`src/rtl/move_list_scan_pkg.sv`:
```
// Shared types for the move-list scanner: UCI field layout, scan FSM states
// and the default move-index width.
`ifndef MAX_POSITIONS
`define MAX_POSITIONS 256
`endif

package move_list_scan_pkg;

  localparam int MAX_POSITIONS_LOG2_DEF = $clog2(`MAX_POSITIONS);

  localparam int UCI_SQ_W          = 3;
  localparam int UCI_PROMO_W       = 4;
  localparam int UCI_FROM_COL_LSB  = 0;
  localparam int UCI_FROM_ROW_LSB  = 3;
  localparam int UCI_TO_COL_LSB    = 6;
  localparam int UCI_TO_ROW_LSB    = 9;
  localparam int UCI_PROMO_LSB     = 12;

  typedef enum logic [2:0] {
    S_IDLE       = 3'd0,
    S_WAIT_READY = 3'd1,
    S_FETCH      = 3'd2,
    S_WAIT_DATA  = 3'd3,
    S_COMPARE    = 3'd4,
    S_CLEAR      = 3'd5,
    S_CLEAR_WAIT = 3'd6,
    S_DONE       = 3'd7
  } scan_state_e;

  function automatic logic [15:0] uci_pack(
    input logic [UCI_SQ_W-1:0]    from_col,
    input logic [UCI_SQ_W-1:0]    from_row,
    input logic [UCI_SQ_W-1:0]    to_col,
    input logic [UCI_SQ_W-1:0]    to_row,
    input logic [UCI_PROMO_W-1:0] promo
  );
    logic [15:0] u;
    u = 16'h0000;
    u[UCI_FROM_COL_LSB +: UCI_SQ_W]  = from_col;
    u[UCI_FROM_ROW_LSB +: UCI_SQ_W]  = from_row;
    u[UCI_TO_COL_LSB   +: UCI_SQ_W]  = to_col;
    u[UCI_TO_ROW_LSB   +: UCI_SQ_W]  = to_row;
    u[UCI_PROMO_LSB    +: UCI_PROMO_W] = promo;
    return u;
  endfunction

endpackage

```
`src/rtl/move_list_scan_if.sv`:
```
// Control/data bundle between the scanner, all_moves and the search logic.
// master is the scanner's view; slave is the surrounding environment.
interface move_list_scan_if
  import move_list_scan_pkg::*;
#(
  parameter int MAX_POSITIONS_LOG2 = MAX_POSITIONS_LOG2_DEF,
  parameter int EVAL_WIDTH         = 22,
  parameter int UCI_WIDTH          = 16
);
  logic                          start;
  logic                          white_to_move_in;
  logic                          am_moves_ready;
  logic [MAX_POSITIONS_LOG2-1:0] am_move_count;
  logic signed [EVAL_WIDTH-1:0]  eval_out;
  logic [UCI_WIDTH-1:0]          uci_out;
  logic                          initial_mate;
  logic                          initial_stalemate;
  logic [MAX_POSITIONS_LOG2-1:0] am_move_index;
  logic                          am_clear_moves;
  logic                          busy;
  logic                          done;
  logic                          no_moves;
  logic                          mate_out;
  logic                          stalemate_out;
  logic [MAX_POSITIONS_LOG2-1:0] best_index;
  logic [UCI_WIDTH-1:0]          best_uci;
  logic signed [EVAL_WIDTH-1:0]  best_eval;

  modport master (
    input  start, white_to_move_in, am_moves_ready, am_move_count,
           eval_out, uci_out, initial_mate, initial_stalemate,
    output am_move_index, am_clear_moves, busy, done, no_moves,
           mate_out, stalemate_out, best_index, best_uci, best_eval
  );

  modport slave (
    output start, white_to_move_in, am_moves_ready, am_move_count,
           eval_out, uci_out, initial_mate, initial_stalemate,
    input  am_move_index, am_clear_moves, busy, done, no_moves,
           mate_out, stalemate_out, best_index, best_uci, best_eval
  );
endinterface

```
`src/rtl/move_list_scan.sv`:
```
// Walks the all_moves list through a fixed-latency RAM, keeps the best move
// for the side to move, then clears all_moves and pulses done.
module move_list_scan
  import move_list_scan_pkg::*;
#(
  parameter int MAX_POSITIONS_LOG2 = MAX_POSITIONS_LOG2_DEF,
  parameter int EVAL_WIDTH         = 22,
  parameter int UCI_WIDTH          = 16,
  parameter int READ_LATENCY       = 2
) (
  input logic              clk,
  input logic              reset,
  move_list_scan_if.master bus
);
  localparam int         IW       = MAX_POSITIONS_LOG2;
  localparam logic [1:0] LAT_LOAD = 2'(READ_LATENCY - 1);

  scan_state_e                  state_q, state_d;
  logic                         white_q, white_d;
  logic [IW-1:0]                idx_q, idx_d;
  logic [IW-1:0]                count_q, count_d;
  logic [1:0]                   lat_q, lat_d;
  logic                         busy_q, busy_d;
  logic                         done_q, done_d;
  logic                         clear_q, clear_d;
  logic                         no_moves_q, no_moves_d;
  logic                         mate_q, mate_d;
  logic                         stale_q, stale_d;
  logic [IW-1:0]                best_idx_q, best_idx_d;
  logic [UCI_WIDTH-1:0]         best_uci_q, best_uci_d;
  logic signed [EVAL_WIDTH-1:0] best_eval_q, best_eval_d;
  logic signed [EVAL_WIDTH-1:0] eval_s;
  logic [IW:0]                  idx_next_s;
  logic                         better_s;

  assign eval_s = bus.eval_out;
  // One extra bit so a full-size list cannot wrap the index.
  assign idx_next_s = {1'b0, idx_q} + {{IW{1'b0}}, 1'b1};
  assign better_s   = white_q ? (eval_s > best_eval_q) : (eval_s < best_eval_q);

  // Next-state and next-value logic for the scan FSM and result registers.
  always_comb begin
    state_d     = state_q;
    white_d     = white_q;
    idx_d       = idx_q;
    count_d     = count_q;
    lat_d       = lat_q;
    busy_d      = busy_q;
    no_moves_d  = no_moves_q;
    mate_d      = mate_q;
    stale_d     = stale_q;
    best_idx_d  = best_idx_q;
    best_uci_d  = best_uci_q;
    best_eval_d = best_eval_q;
    case (state_q)
      S_IDLE: begin
        if (bus.start) begin
          white_d    = bus.white_to_move_in;
          busy_d     = 1'b1;
          no_moves_d = 1'b0;
          mate_d     = 1'b0;
          stale_d    = 1'b0;
          idx_d      = {IW{1'b0}};
          state_d    = S_WAIT_READY;
        end else begin
          state_d = S_IDLE;
        end
      end
      S_WAIT_READY: begin
        if (bus.am_moves_ready) begin
          count_d = bus.am_move_count;
          mate_d  = bus.initial_mate;
          stale_d = bus.initial_stalemate;
          if (bus.am_move_count == {IW{1'b0}}) begin
            no_moves_d  = 1'b1;
            best_idx_d  = {IW{1'b0}};
            best_uci_d  = {UCI_WIDTH{1'b0}};
            best_eval_d = {EVAL_WIDTH{1'b0}};
            state_d     = S_CLEAR;
          end else begin
            state_d = S_FETCH;
          end
        end else begin
          state_d = S_WAIT_READY;
        end
      end
      S_FETCH: begin
        lat_d   = LAT_LOAD;
        state_d = S_WAIT_DATA;
      end
      S_WAIT_DATA: begin
        if (lat_q == 2'd0) begin
          state_d = S_COMPARE;
        end else begin
          lat_d = lat_q - 2'd1;
        end
      end
      S_COMPARE: begin
        if ((idx_q == {IW{1'b0}}) || better_s) begin
          best_idx_d  = idx_q;
          best_uci_d  = bus.uci_out;
          best_eval_d = eval_s;
        end else begin
          best_idx_d = best_idx_q;
        end
        if (idx_next_s < {1'b0, count_q}) begin
          idx_d   = idx_next_s[IW-1:0];
          state_d = S_FETCH;
        end else begin
          state_d = S_CLEAR;
        end
      end
      S_CLEAR: begin
        idx_d   = {IW{1'b0}};
        state_d = S_CLEAR_WAIT;
      end
      S_CLEAR_WAIT: state_d = S_DONE;
      S_DONE:       state_d = S_IDLE;
      default:      state_d = S_IDLE;
    endcase
    // Pulses are registered from the state being entered so they align with it.
    done_d  = (state_d == S_DONE);
    clear_d = (state_d == S_CLEAR);
    if (state_d == S_DONE) begin
      busy_d = 1'b0;
    end else begin
      busy_d = busy_d;
    end
  end

  // State and result registers with synchronous reset.
  always_ff @(posedge clk) begin
    if (reset) begin
      state_q     <= S_IDLE;
      white_q     <= 1'b0;
      idx_q       <= {IW{1'b0}};
      count_q     <= {IW{1'b0}};
      lat_q       <= 2'd0;
      busy_q      <= 1'b0;
      done_q      <= 1'b0;
      clear_q     <= 1'b0;
      no_moves_q  <= 1'b0;
      mate_q      <= 1'b0;
      stale_q     <= 1'b0;
      best_idx_q  <= {IW{1'b0}};
      best_uci_q  <= {UCI_WIDTH{1'b0}};
      best_eval_q <= {EVAL_WIDTH{1'b0}};
    end else begin
      state_q     <= state_d;
      white_q     <= white_d;
      idx_q       <= idx_d;
      count_q     <= count_d;
      lat_q       <= lat_d;
      busy_q      <= busy_d;
      done_q      <= done_d;
      clear_q     <= clear_d;
      no_moves_q  <= no_moves_d;
      mate_q      <= mate_d;
      stale_q     <= stale_d;
      best_idx_q  <= best_idx_d;
      best_uci_q  <= best_uci_d;
      best_eval_q <= best_eval_d;
    end
  end

  assign bus.am_move_index  = idx_q;
  assign bus.am_clear_moves = clear_q;
  assign bus.busy           = busy_q;
  assign bus.done           = done_q;
  assign bus.no_moves       = no_moves_q;
  assign bus.mate_out       = mate_q;
  assign bus.stalemate_out  = stale_q;
  assign bus.best_index     = best_idx_q;
  assign bus.best_uci       = best_uci_q;
  assign bus.best_eval      = best_eval_q;

endmodule

```
`src/flat_wrapper.sv`:
```
// flat-port wrapper written by rule: the top's interface ports become plain ports
module move_list_scan_flat import move_list_scan_pkg::*;
#(
  parameter int MAX_POSITIONS_LOG2 = MAX_POSITIONS_LOG2_DEF,
  parameter int EVAL_WIDTH         = 22,
  parameter int UCI_WIDTH          = 16,
  parameter int READ_LATENCY       = 2
)
  (clk, reset, bus_start, bus_white_to_move_in, bus_am_moves_ready, bus_am_move_count, bus_eval_out, bus_uci_out, bus_initial_mate, bus_initial_stalemate, bus_am_move_index, bus_am_clear_moves, bus_busy, bus_done, bus_no_moves, bus_mate_out, bus_stalemate_out, bus_best_index, bus_best_uci, bus_best_eval);
  move_list_scan_if #(.MAX_POSITIONS_LOG2(MAX_POSITIONS_LOG2), .EVAL_WIDTH(EVAL_WIDTH), .UCI_WIDTH(UCI_WIDTH)) bus_i ();
  input logic clk;
  input logic reset;
  input wire logic [$bits(bus_i.start)-1:0] bus_start;
  input wire logic [$bits(bus_i.white_to_move_in)-1:0] bus_white_to_move_in;
  input wire logic [$bits(bus_i.am_moves_ready)-1:0] bus_am_moves_ready;
  input wire logic [$bits(bus_i.am_move_count)-1:0] bus_am_move_count;
  input wire logic [$bits(bus_i.eval_out)-1:0] bus_eval_out;
  input wire logic [$bits(bus_i.uci_out)-1:0] bus_uci_out;
  input wire logic [$bits(bus_i.initial_mate)-1:0] bus_initial_mate;
  input wire logic [$bits(bus_i.initial_stalemate)-1:0] bus_initial_stalemate;
  output wire logic [$bits(bus_i.am_move_index)-1:0] bus_am_move_index;
  output wire logic [$bits(bus_i.am_clear_moves)-1:0] bus_am_clear_moves;
  output wire logic [$bits(bus_i.busy)-1:0] bus_busy;
  output wire logic [$bits(bus_i.done)-1:0] bus_done;
  output wire logic [$bits(bus_i.no_moves)-1:0] bus_no_moves;
  output wire logic [$bits(bus_i.mate_out)-1:0] bus_mate_out;
  output wire logic [$bits(bus_i.stalemate_out)-1:0] bus_stalemate_out;
  output wire logic [$bits(bus_i.best_index)-1:0] bus_best_index;
  output wire logic [$bits(bus_i.best_uci)-1:0] bus_best_uci;
  output wire logic [$bits(bus_i.best_eval)-1:0] bus_best_eval;
  assign bus_i.start = bus_start;
  assign bus_i.white_to_move_in = bus_white_to_move_in;
  assign bus_i.am_moves_ready = bus_am_moves_ready;
  assign bus_i.am_move_count = bus_am_move_count;
  assign bus_i.eval_out = bus_eval_out;
  assign bus_i.uci_out = bus_uci_out;
  assign bus_i.initial_mate = bus_initial_mate;
  assign bus_i.initial_stalemate = bus_initial_stalemate;
  assign bus_am_move_index = bus_i.am_move_index;
  assign bus_am_clear_moves = bus_i.am_clear_moves;
  assign bus_busy = bus_i.busy;
  assign bus_done = bus_i.done;
  assign bus_no_moves = bus_i.no_moves;
  assign bus_mate_out = bus_i.mate_out;
  assign bus_stalemate_out = bus_i.stalemate_out;
  assign bus_best_index = bus_i.best_index;
  assign bus_best_uci = bus_i.best_uci;
  assign bus_best_eval = bus_i.best_eval;
  move_list_scan #(.MAX_POSITIONS_LOG2(MAX_POSITIONS_LOG2), .EVAL_WIDTH(EVAL_WIDTH), .UCI_WIDTH(UCI_WIDTH), .READ_LATENCY(READ_LATENCY)) u_core (.clk(clk), .reset(reset), .bus(bus_i));
endmodule
```
`config.mk`:
```
export PLATFORM = sky130hd
export DESIGN_NAME = move_list_scan_flat
export DESIGN_NICKNAME = d
export VERILOG_FILES = /design/src/rtl/move_list_scan_pkg.sv /design/src/rtl/move_list_scan_if.sv /design/src/rtl/move_list_scan.sv /design/src/flat_wrapper.sv
export SDC_FILE = /design/constraint.sdc
export NUM_CORES = 1
export LEC_CHECK = 0
export CAP_MARGIN = 20
export CORE_UTILIZATION = 53
export DETAILED_ROUTE_END_ITERATION = 10
export HOLD_SLACK_MARGIN = 0.1
export PLACE_DENSITY = 0.93
export SLEW_MARGIN = 20
export SYNTH_ARGS = -nofsm -noshare
export SYNTH_HDL_FRONTEND = slang
export SYNTH_SLANG_ARGS = --single-unit
```
`constraint.sdc`:
```
create_clock -name clk -period 7.6 [get_ports clk]
set_input_delay 1.52 -clock clk [delete_from_list [all_inputs] [get_ports clk]]
set_output_delay 1.52 -clock clk [all_outputs]
set_load 0.03 [all_outputs]
```
==> metrics.txt, run 1 <==
final hold viol count 0; clock-pin slew on the worst setup and hold paths 0.08 ns; Final HPWL DP 8.050 mm; syn_area_per_cell 8.993 µm²; commonest non-fill, non-tap cell in the layout clkdlybuf4s50_1; clk sinks 74; leak pwr 2.143 nW; CP max FO 38; Synth Flop Type dfxtp_1; Starting Density 55.98%; # nets final 673; I/O Buffers 112; Period minus WS final 4.690 ns; TritonCTS clock tree built; min-delay worst type flop to flop; net load switching power 0.6009 mW; clk_skew 0.009410 ns; Max Cap Viol 0; first-iteration detailed-routing DRC count 168; register bit count reported by yosys 74; Antenna Nets Post-Route 0; Inserted Clock Buffers 9; post-synth cell types 48; status completed; std cell rows 32; Clk Latency, worst-skew pair 0.36 ns; crit end category flop; most frequent cells in the layout clkdlybuf4s50_1 (111), inv_1 (83), dfxtp_1 (74); sequential power share 34.2%; post-cts gate resize count 0; DR pass1 iterations 5; Net Sw Frac 39.93%; Synth Warn # 0; Setup TNS 0 ns; final wirelength 11.17 mm; clock network power share 23.1%; DR DRC count 0; Core Box Area 0.007888 mm²; DR WL/cell 16.07 µm; maximum vdd drop 0.0001659 V; Comb power frac 42.7%; Root Driver clkbuf_8; Worst path slowest cell buf_4; Remaining Overflow, GRT 0; Post-Syn Nets 576; final cycle utilization of the critical path 61.71%; Clock Path Buffers 2; Synth area leaders dfxtp_1 (34%), o32ai_2 (15%), ha_1 (9.1%); Slew Limit Fails 0; Pint 0.9040 mW; fmax 0.2132 GHz; gpl congestion 0.8640; Crit path max-delay family simple AND/OR/NAND/NOR gates; Post-CTS Setup Bufs 0; H-tree levels 3; relative slew slack 51.65%; Worst Path Arrival 4.91 ns; Post-Syn Instances 491; initial antenna violation count 0; startpoint type of the worst setup path primary input; Worst Path Required 7.82 ns; Yosys top cell area share 33.55%; register area share after synthesis 33.55%; number of global-route vias before repair 3870; Least-Margin Pin Slew 0.7253 ns; worst path cell trace clkdlybuf4s50_1 -> ha_1 -> nand4_2 -> nor4_1 -> o31ai_1 -> nand2_1 -> mux2_4 -> nor3_4 -> buf_4 -> o32ai_2; CP max stage delay 0.58 ns; placed instance count 678; # hold bufs at CTS 0; n_diodes 0; Fillers 518; RSZ-0062 raised after global routing false; Layout Cells excl Fill 695; chip width 93.28 µm; Die Footprint 0.008700 mm²; post-synth top area cell dfxtp_1; vias per std cell 5.597; Die Y 93.28 µm; synthesis-to-layout area growth 29.47%; I/O pin cnt 113; Fin Hold WS 0.4613 ns; Post-synth EDFFs 0; Synth async-reset ratio 0%; GRT Total Usage 26.20%; largest net degree at the start of global routing 74; global-route wire length before repair 18.00 mm; Via Count 3890; Worst Setup Path Type primary input to flop; final setup violation count 0; Power Density 263.2 mW/mm²; Mapped Area 0.004415 mm²; layout cell share with drive strength beyond 1 11.80%; Crit path buffers/inverters 2
routing by layer:
metal | vias to the layer above | part of all wire (%) | routed length (µm) | GRT usage [%]
met3 | 21 | 8.1 | 903 | 7.561
met2 | 136 | 51 | 5679 | 46.63
li1 | 1892 | - | - | -
met1 | 1841 | 39 | 4378 | 29.44
met5 | - | 0 | 0 | 0
met4 | 0 | 1.9 | 207 | 9.872
synth_stat cells, types with 6 or more instances:
master	n
inv_1	83
dfxtp_1	74
nand2b_1	47
nand2_1	42
o32ai_2	40
a21oi_1	35
ha_1	32
clkbuf_1	18
nor2_1	15
nor3_1	8
o21ai_0	7
nand3_1	6
nand4_1	6
o32ai_1	6
path summary, 6_finish.rpt:
kind                            startpoint  cells after the start  slack [ns]                  endpoint
setup / recovery          bus_eval_out[21]                     10        2.91  u_core.bus.best_index[6]
hold / removal           u_core.count_q[7]                      2        0.46         u_core.count_q[7]
setup reg to reg  u_core.bus.best_eval[21]                     10        4.10  u_core.bus.best_index[6]
hold reg to reg          u_core.count_q[7]                      2        0.46         u_core.count_q[7]
power groups by stage:
stage	Combinational [mW]	Clock [mW]	Sequential [mW]
final	0.643	0.347	0.514
after global routing	0.690	0.368	0.522
after CTS	0.640	0.349	0.512
after detailed placement	0.635	0	0.519
after global placement	0.609	0	0.516
after floorplan	0.376	0	0.590
state kept, by name, indices dropped and copies added, names as in the netlist:
register	flops
u_core.bus.am_clear_moves	1
u_core.bus.am_move_index	8
u_core.bus.best_eval	22
u_core.bus.best_index	8
u_core.bus.best_uci	16
u_core.bus.busy	1
u_core.bus.done	1
u_core.bus.mate_out	1
u_core.bus.no_moves	1
u_core.bus.stalemate_out	1
u_core.count_q	8
u_core.lat_q	2
u_core.state_q	3
u_core.white_q	1
kinds of logic after synthesis:
group | share of synthesized area (%)
and+or+nand+nor | 17.51
AOI/OAI and AO/OA | 26.49
buffers and inverters | 11.50
DFF | 33.55
adders and majority gates | 9.068
xor gates and xnor gates | 1.190
muxes | 0.6801
per-stage QoR:
stage          setup slack, ns  utilization, %  area [µm²]  total power [mW]
2_1_floorplan            3.818               -        4415            0.9655
3_3_place_gp             2.796           69.56        5487             1.125
3_5_place_dp             2.612           69.56        5487             1.154
4_1_cts                  3.004           72.38        5709             1.501
5_1_grt                  2.810           72.48        5717             1.580
6_report                 2.910           72.48        5717             1.505
tightest hold or removal path, cell delays in order, from the launching register on:
cell	delay [ns]
dfxtp_1	0.32
nand2_1	0.05
a21oi_1	0.05
layout make-up:
cell class                      count  area [µm²]  area share, %
Timing Repair Buffer              116        1146          20.05
Clock inverter                      7       98.84          1.729
Clock buffer                        9       123.9          2.167
Tap cell                          102       127.6          2.232
Sequential cell                    74        1481          25.91
Inverter                           83       311.5          5.450
Multi-Input combinational cell    304        2427          42.46
(Power assumes the default switching activity.)
==> inputs of run 2 (changes only) <==
CORE_UTILIZATION = 50   (was 53)
PLACE_DENSITY = 0.88   (was 0.93)
clock period = 4.7 ns   (was 7.6 ns; I/O delays follow)
==> metrics.txt, run 2 (synthesized netlist as in run 1, its figures left out) <==
final setup violation count 0 (unchanged); Slew Limit Fails 0 (unchanged); n_diodes 0 (unchanged); Placed Area 0.005520 mm² (+0.62%); clk_skew 0.01475 ns (+0.005344 ns); global-route wire length before repair 17.44 mm (-3.1%); Post-CTS Setup Bufs 0 (unchanged); first-iteration detailed-routing DRC count 236 (+40%); Starting Density 52.68% (-3.3 points); clock-pin slew on the worst setup and hold paths 0.08 ns (about the same); I/O Buffers 112 (unchanged); Max Cap Viol 0 (unchanged); Antenna Nets Post-Route 0 (unchanged); RSZ-0062 raised after global routing false; min-delay worst type flop to flop; layout cell share with drive strength beyond 1 11.91% (+0.11 points); Design Area, Final 0.005754 mm² (+0.66%); Worst Path Required 4.95 ns (-2.87 ns); maximum vdd drop 0.0002524 V (+52%); startpoint type of the worst setup path primary input; Worst Path Arrival 4.14 ns (-0.77 ns); Remaining Overflow, GRT 0 (unchanged); gpl congestion 0.8443 (-2.3%); relative slew slack 48.50% (-3.1 points); Die Y 95.98 µm (+2.9%); Least-Margin Pin Slew 0.7725 ns (+0.04723 ns); TritonCTS clock tree built; std cell rows 33 (+3.1%); largest net degree at the start of global routing 73 (-1.4%); Clk Latency, worst-skew pair 0.35 ns (about the same); Die Footprint 0.009211 mm² (+5.9%); Final HPWL DP 7.821 mm (-2.8%); final cycle utilization of the critical path 82.91%; most frequent cells in the layout clkdlybuf4s50_1 (111), inv_1 (83), dfxtp_1 (74); status completed; worst path cell trace clkdlybuf4s50_1 -> ha_1 -> nand4_2 -> nor4_1 -> o31ai_1 -> nand2_1 -> mux2_4 -> o32a_2 -> buf_4 -> o32ai_1; leak pwr 2.161 nW (+0.82%); crit end category flop; CP max stage delay 0.68 ns (+0.10 ns); Fin Hold WS 0.4581 ns (-0.003226 ns); commonest non-fill, non-tap cell in the layout clkdlybuf4s50_1; CP max FO 27 (-29%); post-cts gate resize count 0 (unchanged); Inserted Clock Buffers 9 (unchanged); Clock Path Buffers 2 (unchanged); Worst Setup Path Type primary input to flop; Setup TNS 0 ns (unchanged); Core Box Area 0.008382 mm² (+6.3%); number of global-route vias before repair 3836 (-0.88%); H-tree levels 3 (unchanged); DR DRC count 0 (unchanged); # hold bufs at CTS 0 (unchanged); vias per std cell 5.625 (+0.49%); Root Driver clkbuf_8; Via Count 3943 (+1.4%); final hold viol count 0 (unchanged); Power Density 429.0 mW/mm² (+63%); # nets final 676 (+0.45%); DR WL/cell 15.84 µm (-1.4%); Period minus WS final 3.897 ns; Worst path slowest cell o32a_2; DR pass1 iterations 5 (unchanged); final wirelength 11.11 mm (-0.55%); max reg flops 22 (unchanged); GRT Total Usage 24.38% (-1.8 points); initial antenna violation count 0 (unchanged); fmax 0.2566 GHz; clk sinks 74 (unchanged); chip width 95.98 µm (+2.9%); synthesis-to-layout area growth 30.32%; I/O pin cnt 113 (unchanged)
==> run 2: cell types whose count changed in the layout (fill, tap and decap cells not counted), sizes merged <==
cell / before / now
buf: 5 / 8
bufinv: 2 / 3
clkbuf: 9 / 11
inv: 86 / 83
==> run 2: path summary, 6_finish.rpt <==
check / from / to / slack [ns] / cells after the start
worst min register to register: u_core.count_q[0] / u_core.count_q[0] / 0.46 / 2
worst min-delay path: u_core.count_q[0] / u_core.count_q[0] / 0.46 / 2
worst max-delay path: bus_eval_out[21] / u_core.bus.best_eval[8] / 0.80 / 10
worst max register to register: u_core.bus.am_move_index[0] / u_core.bus.am_move_index[2] / 1.32 / 12
==> run 2: metrics by stage <==
stage | utilization, % | setup WS [ns] | power [mW] | std cells
after global routing | 68.65 | 0.6132 | 2.594 | 701
after global placement | 65.86 | 0.6241 | 1.833 | 685
after floorplan | - | 1.498 | 1.561 | 491
after CTS | 68.65 | 0.8111 | 2.471 | 701
final | 68.65 | 0.8034 | 2.469 | 701
after detailed placement | 65.86 | 0.4394 | 1.871 | 685
==> run 2: cell type report <==
cell class                      instances  area (µm²)
Fill cell                             664        2628
Multi-Input combinational cell        304        2427
Sequential cell                        74        1481
Timing Repair Buffer                  119        1169
Inverter                               83       311.5
Clock buffer                           11       131.4
Tap cell                              105       131.4
Clock inverter                          5       102.6
==> run 2: metal layers <==
layer | GRT usage, % | part of all wire (%) | routed length [µm]
met5 | 0 | 0 | 0
met1 | 28.63 | 42 | 4659
met3 | 6.793 | 6.7 | 744
met4 | 8.209 | 2.2 | 244
met2 | 42.62 | 49 | 5459
==> run 2: power by group <==
group	total [mW]	internal (mW)	switching [mW]
combinational	1.04	0.430	0.611
sequential	0.834	0.732	0.102
clock	0.593	0.352	0.241
total	2.47	1.51	0.954
==> run 2: critical path, delay by kind of cell <==
kind / cells / cell delay, ns
adders and majority gates: 1 / 0.40
buffers and inverters: 2 / 0.76
AOI/OAI and AO/OA: 3 / 0.98
muxes: 1 / 0.33
and+or+nand+nor: 3 / 0.72
==> inputs of run 3 (changes only) <==
clock period = 3.67 ns   (was 4.7 ns; I/O delays follow)
==> metrics.txt, run 3 (synthesized netlist as in run 1, its figures left out) <==
status completed; final wirelength 10.74 mm (-3.3%); met3 usage 7.899% (+1.1 points); commonest non-fill, non-tap cell in the layout clkdlybuf4s50_1; placed instance count 688 (+0.44%); vias per std cell 5.514 (-2.0%); Least-Margin Pin Slew 0.6169 ns (-0.1556 ns); Clk Latency, worst-skew pair 0.35 ns (about the same); Final HPWL DP 7.800 mm (-0.27%); worst setup margin 0.2947 ns (-0.5087 ns); Antenna Nets Post-Route 0 (unchanged); TritonCTS clock tree built; r2r setup slk 0.29 ns (-1.03 ns); # hold bufs at CTS 0 (unchanged); I/O Buffers 112 (unchanged); worst path cell trace inv_1 -> nor3_1 -> and3_1 -> xnor2_1 -> ha_1 -> a21oi_1 -> nor2b_1 -> o21ai_0 -> nand2_1 -> or2_1 -> o311a_1 -> a221oi_1; global-route wire length before repair 17.58 mm (+0.83%); clk sinks 74 (unchanged); max reg flops 22 (unchanged); DR pass1 iterations 4 (-1); leak pwr 2.176 nW (+0.70%); relative slew slack 58.55% (+10 points); Setup TNS 0 ns (unchanged); H-tree levels 3 (unchanged); min-delay worst type flop to flop; Fin Hold WS 0.4618 ns (+0.003726 ns); Placement Setup Slack 0.1042 ns (-0.3352 ns); CP max stage delay 0.55 ns (-0.13 ns); layout cell share with drive strength beyond 1 12.52% (+0.61 points); chip width 95.98 µm (unchanged); maximum vdd drop 0.0002755 V (+9.2%); Design Area, Final 0.005788 mm² (+0.59%); Core Box Area 0.008382 mm² (unchanged); n_diodes 0 (unchanged); Worst Path Arrival 3.63 ns (-0.51 ns); Layout Cells excl Fill 704 (+0.43%); Die Footprint 0.009211 mm² (unchanged); number of global-route vias before repair 3866 (+0.78%); Post-CTS Setup Bufs 0 (unchanged); Remaining Overflow, GRT 0 (unchanged); final cycle utilization of the critical path 91.97%; final setup violation count 0 (unchanged); met2 Usage GRT 42.02% (-0.60 points); largest net degree at the start of global routing 57 (-22%); Period minus WS final 3.375 ns; GR peak layer met2; startpoint type of the worst setup path flop; gpl congestion 0.8086 (-4.2%); fmax 0.2963 GHz; first-iteration detailed-routing DRC count 197 (-17%); Root Driver clkbuf_8; DR WL/cell 15.26 µm (-3.7%); Slew Limit Fails 0 (unchanged); CP max FO 7 (-74%); # nets final 679 (+0.44%); GR Util met1 29.22% (+0.59 points); Inserted Clock Buffers 9 (unchanged); DR DRC count 0 (unchanged); most frequent cells in the layout clkdlybuf4s50_1 (111), inv_1 (83), dfxtp_1 (74); I/O pin cnt 113 (unchanged); Max Cap Viol 0 (unchanged); clk_skew 0.01054 ns (-0.004217 ns); Placed Area 0.005593 mm² (+1.3%); RSZ-0062 raised after global routing false; Power Density 528.6 mW/mm² (+23%); final hold viol count 0 (unchanged); post-cts gate resize count 0 (unchanged); GRT Total Usage 24.54% (+0.16 points); crit end category flop; Die Y 95.98 µm (unchanged); Worst Path Required 3.92 ns (-1.03 ns); Via Count 3882 (-1.5%); initial antenna violation count 0 (unchanged); synthesis-to-layout area growth 31.09%; Worst Setup Path Type flop to flop; Starting Density 52.68% (unchanged); std cell rows 33 (unchanged); Worst path slowest cell nor3_1; clock-pin slew on the worst setup and hold paths 0.08 ns (about the same); Clock Path Buffers 2 (unchanged)
-- run 3: changes by cell type in the layout (fill, tap and decap cells not counted), sizes merged --
cell,change
clkinv,+3
buf,+3
bufinv,-2
clkinvlp,-1
-- run 3: layout make-up --
class	count	area, µm²
clock buffers	11	141.4
fillers	647	2594
clock inverters	5	53.80
repair buffers	122	1241
flip-flops and latches	74	1481
well taps	105	131.4
inverters	83	311.5
multi-input cells	304	2427
-- run 3: stage by stage --
step                      utilization, %  power, mW
after floorplan                        -      1.999
after global placement             66.73      2.387
after detailed placement           66.73      2.435
after CTS                          69.06      3.083
after global routing               69.06      3.251
final                              69.06      3.060
-- run 3: final timing paths --
check                              startpoint                          end  cells after the start
hold / removal              u_core.count_q[7]            u_core.count_q[7]                      2
setup / recovery  u_core.bus.am_move_index[0]  u_core.bus.am_move_index[3]                     12
setup reg to reg  u_core.bus.am_move_index[0]  u_core.bus.am_move_index[3]                     12
hold reg to reg             u_core.count_q[7]            u_core.count_q[7]                      2
-- run 3: critical path: cells and delay by family, from the launching register on --
kind / cells / cell delay, ns
adder cells (fa/ha/maj): 1 / 0.28
flip-flops: 1 / 0.46
XOR/XNOR: 1 / 0.16
AO/OA/AOI/OAI: 4 / 0.87
AND/OR/NAND/NOR: 5 / 1.38
buffers and inverters: 1 / 0.14
-- run 3: power by group --
group | switching [mW] | total, mW | internal (mW)
Clock | 0.302 | 0.632 | 0.331
Sequential | 0.124 | 1.06 | 0.937
Combinational | 0.783 | 1.37 | 0.583
-- run 3: layer usage --
| metal | vias to the layer above | wire length, µm | part of all wire [%] |
|---|---|---|---|
| li1 | 1911 | - | - |
| met1 | 1821 | 4510 | 42 |
| met2 | 129 | 5225 | 49 |
| met3 | 21 | 809 | 7.5 |
| met4 | 0 | 195 | 1.8 |
| met5 | - | 0 | 0 |
